[config.mk]
export PLATFORM = sky130hd
export DESIGN_NAME = instr_fetch
export DESIGN_NICKNAME = d
export VERILOG_FILES = /design/src/rtl/instr_fetch.sv
export SDC_FILE = /design/constraint.sdc
export NUM_CORES = 1
export LEC_CHECK = 0
export BUFFER_PORTS_ARGS = -buffer_cell sky130_fd_sc_hd__buf_2
export CAP_MARGIN = 20
export CORE_MARGIN = 3
export CORE_UTILIZATION = 50
export DETAILED_ROUTE_END_ITERATION = 8
export PLACE_DENSITY_LB_ADDON = 0.08
export RECOVER_POWER = 25
export SLEW_MARGIN = 20
export SYNTH_ARGS = -nofsm -noshare
export SYNTH_HDL_FRONTEND = slang
export SYNTH_SLANG_ARGS = --single-unit
[constraint.sdc]
create_clock -name clk -period 3 [get_ports clk]
set_input_delay 0.9 -clock clk [delete_from_list [all_inputs] [get_ports clk]]
set_output_delay 0.9 -clock clk [all_outputs]
set_load 0.02 [all_outputs]
[src/rtl/instr_fetch.sv]
// Instruction fetch stage: owns the PC, drives the program RAM and resolves
// JMP/BSR/RET locally with a return stack and a single squash bubble.
module instr_fetch #(
  parameter int INSTR_WIDTH = 14,
  parameter int ADDR_SIZE   = 11,
  parameter int STACK_DEPTH = 8
) (
  input  logic                   clk,
  input  logic                   rst,
  input  logic                   stall,
  input  logic [INSTR_WIDTH-1:0] ram_data,
  output logic [ADDR_SIZE-1:0]   ram_addr,
  output logic                   ram_rd_enb,
  output logic [INSTR_WIDTH-1:0] instr_out,
  output logic [ADDR_SIZE-1:0]   instr_pc,
  output logic                   instr_valid,
  output logic                   stack_err
);

  localparam int CW = $clog2(STACK_DEPTH + 1);

  logic [ADDR_SIZE-1:0] fetch_pc_reg;
  logic [ADDR_SIZE-1:0] resp_pc_reg;
  logic                 resp_valid_reg;
  logic [CW-1:0]        count_reg;
  logic                 stack_err_reg;

  logic                 consume;
  logic                 is_jmp, is_bsr, is_ret;
  logic                 do_jmp, do_bsr, do_ret, redirect;
  logic                 stack_full, stack_empty, push_en;
  logic [ADDR_SIZE-1:0] bsr_target, ret_addr, stack_top, target;
  logic [ADDR_SIZE-1:0] top_terms [STACK_DEPTH];

  assign ram_addr    = fetch_pc_reg;
  assign ram_rd_enb  = ~rst & ~stall;
  assign instr_out   = ram_data;
  assign instr_pc    = resp_pc_reg;
  assign instr_valid = resp_valid_reg;
  assign stack_err   = stack_err_reg;

  // Only an instruction decode actually consumes may change control flow.
  assign consume = resp_valid_reg & ~stall;
  assign is_jmp  = (ram_data[13:11] == 3'b100);
  assign is_bsr  = (ram_data[13:10] == 4'b0111);
  assign is_ret  = (ram_data == INSTR_WIDTH'(14'b00000110000000));

  assign do_jmp   = consume & is_jmp;
  assign do_bsr   = consume & is_bsr;
  assign do_ret   = consume & is_ret;
  assign redirect = do_jmp | do_bsr | do_ret;

  assign stack_full  = (count_reg == CW'(STACK_DEPTH));
  assign stack_empty = (count_reg == '0);
  assign push_en     = do_bsr & ~stack_full & ~rst;

  assign bsr_target = resp_pc_reg + {{(ADDR_SIZE-10){ram_data[9]}}, ram_data[9:0]};
  assign ret_addr   = resp_pc_reg + ADDR_SIZE'(1);

  always_comb begin
    target = stack_top;
    if (do_jmp) begin
      target = ADDR_SIZE'(ram_data[10:0]);
    end else if (do_bsr) begin
      target = bsr_target;
    end
  end

  // Return stack entries; the top is selected by one-hot match on count.
  genvar gi;
  generate
    for (gi = 0; gi < STACK_DEPTH; gi++) begin : g_stack
      logic [ADDR_SIZE-1:0] entry_reg;
      always_ff @(posedge clk) begin
        if (push_en && (count_reg == CW'(gi))) begin
          entry_reg <= ret_addr;
        end
      end
      assign top_terms[gi] = (count_reg == CW'(gi + 1)) ? entry_reg : '0;
    end
  endgenerate

  // An empty stack yields zero here, which is the underflow return target.
  always_comb begin
    stack_top = '0;
    for (int i = 0; i < STACK_DEPTH; i++) begin
      stack_top = stack_top | top_terms[i];
    end
  end

  always_ff @(posedge clk) begin
    if (rst) begin
      fetch_pc_reg   <= '0;
      resp_pc_reg    <= '0;
      resp_valid_reg <= 1'b0;
    end else if (!stall) begin
      if (redirect) begin
        fetch_pc_reg   <= target;
        resp_valid_reg <= 1'b0;
      end else begin
        resp_pc_reg    <= fetch_pc_reg;
        resp_valid_reg <= 1'b1;
        fetch_pc_reg   <= fetch_pc_reg + ADDR_SIZE'(1);
      end
    end
  end

  always_ff @(posedge clk) begin
    if (rst) begin
      count_reg     <= '0;
      stack_err_reg <= 1'b0;
    end else begin
      if (do_bsr) begin
        if (stack_full) stack_err_reg <= 1'b1;
        else            count_reg     <= count_reg + CW'(1);
      end
      if (do_ret) begin
        if (stack_empty) stack_err_reg <= 1'b1;
        else             count_reg     <= count_reg - CW'(1);
      end
    end
  end

endmodule

# Word-level counts from Yosys, hierarchy flattened
# Index checks and enable logic that the tools add are counted.
# W data, S select, Z words.
[totals]
register_bits = 116
latchBits = 0
ramBits = 0
romBits = 0
input_bits = 17
memories = 0
[classes]
add_sub_neg = 5
mul = 0
div = 0
magnitude_cmp = 0
eq_ne = 11
shifts = 0
mux = 20
bitwise = 20
reduce_logical = 10
[op_table]
columns = ["cell", "n"]
rows = [
  ["$mux W11", 11],
  ["$or A11 B11 Y11", 7],
  ["$add A11 B1 Y11 const B", 2],
  ["$eq A4 B3 Y1 const B", 5],
  ["$mux W4", 4],
  ["$eq A14 B9 Y1 const B", 1],
  ["$add A11 B11 Y11", 1],
  ["$eq A4 B2 Y1 const B", 2],
  ["$logic_and A1 B1 Y1", 8],
  ["$and A1 B1 Y1", 7],
  ["$mux W1", 5],
  ["$add A4 B1 Y4 const B", 1],
  ["$eq A4 B1 Y1 const B", 1],
  ["$eq A4 B4 Y1 const B", 1],
  ["$logic_not A4 Y1", 1],
  ["$not A1 Y1", 4],
  ["$sub A4 B1 Y4 const B", 1],
  ["$eq A3 B3 Y1 const B", 1],
  ["$or A1 B1 Y1", 2],
  ["$reduce_and A2 Y1", 1],
]

# Depth between registers and ports, before layout
[depth]
ltp_word = 12
ltp_mapped = 10

# Least setup slack after synthesis
# Ideal clock, no wire load.
[synth_path]
kind = "input to register"
from = "in ram_data[0]"
to = "reg fetch_pc_reg[10] (netlist: ram_addr[10])"
setup_ns = 0.103
arrival_ns = 2.780
path_slack_ns = 0.117
stages = 8
n_path_buf = 0
path_cell_list = "ha_1 -> fa_1 -> a211oi_1 -> o21ai_1 -> a41oi_1 -> o21ai_1 -> xnor2_1 -> a2111oi_2"
[synth_between]
elab_chain_cells = 4
word_cells_on_any_way = 7
classes_between = "1 x add/sub; 1 x eq/ne; 3 x mux; 2 x bitwise"
[synth_lines]
columns = ["element", "line", "text"]
rows = [
  ["start, declared", "11", "input logic [INSTR_WIDTH-1:0] ram_data,"],
  ["$add A11 B11 Y11 / $eq A14 B9 Y1 (equally long branches)", "57, 46", ""],
  ["$mux W11 / $and A1 B1 Y1 (equally long branches)", "64, 50", ""],
  ["$mux W11 / $or A1 B1 Y1 (equally long branches)", "62, 51", ""],
  ["$mux W11 *", "97", "if (redirect) begin"],
  ["end signal, assigned", "98", "fetch_pc_reg <= target;"],
  ["end signal, assigned", "103", "fetch_pc_reg <= fetch_pc_reg + ADDR_SIZE'(1);"],
  ["end, declared", "22", "logic [ADDR_SIZE-1:0] fetch_pc_reg;"],
]
# Every way passes the cells marked *; elsewhere a longest branch is shown, timed or not.
# A chain may end at the register's enable or synchronous reset.

# Worst setup path in the final report
# Same ends and word-level chain as after synthesis.

==> flow_summary_export.csv <==
group,metric,value,unit
status,status,"completed",
timing,fmax,367,MHz
route,drcViolationCount,0,
finish,antenna_cells,0,
timing,maxSlewViolCount,0,
floorplanning,start_util,51.5,%
timing,slew_headroom,25.3,%
yosys,ys_seq_area_share,56.9,%
setup_path,reg2reg_depth,7,
power,ir_drop,0.000344,V
route,via_count,4278,
yosys,async_flop_share,0,%
setup_path,end_kind,"flip-flop",
global_routing,grt_use_total,24.6,%
yosys,yosys_warnings,0,
yosys,synth_edf_count,88,
run,drv_cap,0,
clock_network,htree_levels,4,
worst_hold_path,hold_class,"reg2reg",
clock_network,tritoncts,"done",
clock_network,post_cts_buffers,0,
finish,largest_register_ffs,88,
global_routing,antenna_found_initial,0,
timing,finalHoldViolations,0,
finish,fin_nets,594,
finish,areaGrowthSynthToFinish,19.4,%
finish,layout-drive-gt1-share,20.1,%
route,drtIter0Drc,517,
setup_path,worstPathRequired,3300,ps
route,ant_nets,0,
yosys,synth-seq-cells,116,
clock_network,cts_buffer_depth,2,
yosys,synth_ff_type,"edfxtp_1",
global_routing,grt_pass1_vias,4185,
timing,rsz0062_at_grt,"no",
timing,fin_worst_skew,5.62,ps
clock_network,cts_made_buffers,17,
clock_network,hold_buffers,0,
global_routing,gr-total-overflow,0,
floorplanning,core-area,10900,sq um
global_routing,grt_max_degree,21,
power,p_leak,2.56,nW
yosys,syn_inst,486,
place,dp.cells,680,
clock_network,cts_resized,0,
floorplanning,fp.dieW,112,um
place,gp_congestion,0.887,
timing,hold_slack,470,ps
floorplanning,rows,38,
timing,fin_ws,274,ps
yosys,syn_area_per_cell,11.6,sq um
setup_path,path_max_fanout,3,
clock_network,clk_pin_slew,50,ps
power,power_density,581,nW/um^2
yosys,netlist_area,5630,sq um
timing,period_needed,2730,ps
route,wl_per_cell,21.2,um
place,hpwl,10300,um
floorplanning,die_area,12600,sq um
setup_path,startpoint_type,"input pin",
yosys,ys_types,57,
route,first_pass_iters,7,
clock_network,ctsRootBufferMaster,"clkbuf_16",
timing,finalCritPeriodShare,90.9,%
clock_network,clkSinkCount,116,
timing,finalSetupViolations,0,
finish,layout_common_cells,"edfxtp_1, buf_2, buf_4",
yosys,synth_nets,521,
finish,final_common_cell,"edfxtp_1",
timing,setup_tns,0,ps
timing,tightest_slew,1120,ps
route,wirelength,15100,um
route,via_per_inst,6.02,
setup_path,worst-setup-path-type,"in2reg",
clock_network,insertion_delay,400,ps
place,port_buffers,55,
global_routing,grt_pass1_wl,23500,um
place,post-place-ws,-119,ps
finish,layout.cells.non_filler,711,
floorplanning,ioPinCount,56,
worst_hold_path,holdPathStages,2,
setup_path,critPathArrivalTime,3030,ps
floorplanning,die_y,112,um
report_power, final:
part | total, mW | internal (mW) | switching [mW]
sequential | 1.76 | 1.73 | 0.0266
combinational | 0.296 | 0.109 | 0.187
clock | 1.85 | 1.19 | 0.663
total | 3.91 | 3.03 | 0.877
final timing paths:
check                          start                                 to  slack, ps
max                      ram_data[0]          ram_addr[10]$_SDFFE_PP0N_        270
min             stack_err$_SDFF_PP0_               stack_err$_SDFF_PP0_        470
max reg2reg  count_reg[1]$_SDFF_PP0_  g_stack[0].entry_reg[9]$_DFFE_PP_        470
min reg2reg     stack_err$_SDFF_PP0_               stack_err$_SDFF_PP0_        470
worst max-delay path, stage by stage:
cell and delay, ps:
buf_2 110, ha_1 220, fa_1 390, a211oi_1 320, o21ai_1 190, a41oi_1 280, o21ai_1 120, xnor2_1 150
a2111oi_2 340
per-stage QoR:
| stage | instance area (sq um) | utilization [%] | power (mW) |
|---|---|---|---|
| floorplan | 5630 | - | 1.98 |
| global placement | 6200 | 56.7 | 2.08 |
| detailed placement | 6200 | 56.7 | 2.09 |
| CTS | 6740 | 61.7 | 3.93 |
| global route | 6730 | 61.5 | 4.05 |
| finish | 6730 | 61.5 | 3.91 |
cell families (layout without fill, tap and decap cells):
| kind of cell | after synthesis | in the layout | share of synthesized area (%) |
|---|---|---|---|
| buffers and inverters | 52 | 137 | 4.82 |
| and+or+nand+nor | 131 | 131 | 12.0 |
| muxes | 12 | 12 | 2.15 |
| adders and majority gates | 18 | 18 | 4.13 |
| xor gates and xnor gates | 24 | 24 | 3.73 |
| DFF | 116 | 116 | 56.9 |
| AOI/OAI and AO/OA | 133 | 133 | 16.3 |
routing by layer:
metal	vias to the layer above	routed length, um	GRT usage (%)
li1	2007	-	-
met1	2073	6580	33.8
met2	166	7160	38.3
met3	32	918	5.28
met4	0	423	9.86
met5	-	0	0
cell usage after synthesis, types with 3 or more instances:
cell       count  area [sq um]
edfxtp_1      88          2640
nand2_1       35           131
dfxtp_1       28           561
nor2_1        26          97.6
o21ai_0       26           130
a21oi_1       25           125
ha_1          17           213
nand3_1       17          85.1
clkbuf_1      16          60.1
buf_4         15           113
xnor2_1       14           123
a22oi_1       11          82.6
and3_1        11          68.8
mux2i_1       11           110
buf_2         10          50.1
xor2_1        10          87.6
a31oi_1        9          56.3
inv_1          9          33.8
a222oi_1       7          70.1
a211oi_1       6          45.0
a21o_1         6          45.0
a221oi_1       6          52.6
and2_1         6          37.5
nand4_1        6          37.5
nor3_1         6          30.0
o22ai_1        5          31.3
a22o_1         4          35.0
nor4_1         4          25.0
a32oi_1        3          26.3
nand2b_1       3          18.8
nor2b_1        3          18.8
o2111ai_1      3          26.3
o221ai_1       3          26.3
or3_1          3          18.8
area by class of cell:
cell class                 count  area (sq um)
inverter                       9          33.8
clock buffer                  17           425
clock inverter                14           120
tap                          140           175
timing repair buffer          97           609
multi-input combinational    318          2160
sequential                   116          3200
fill                         920          4210
Power figures use the tool's default switching activity.
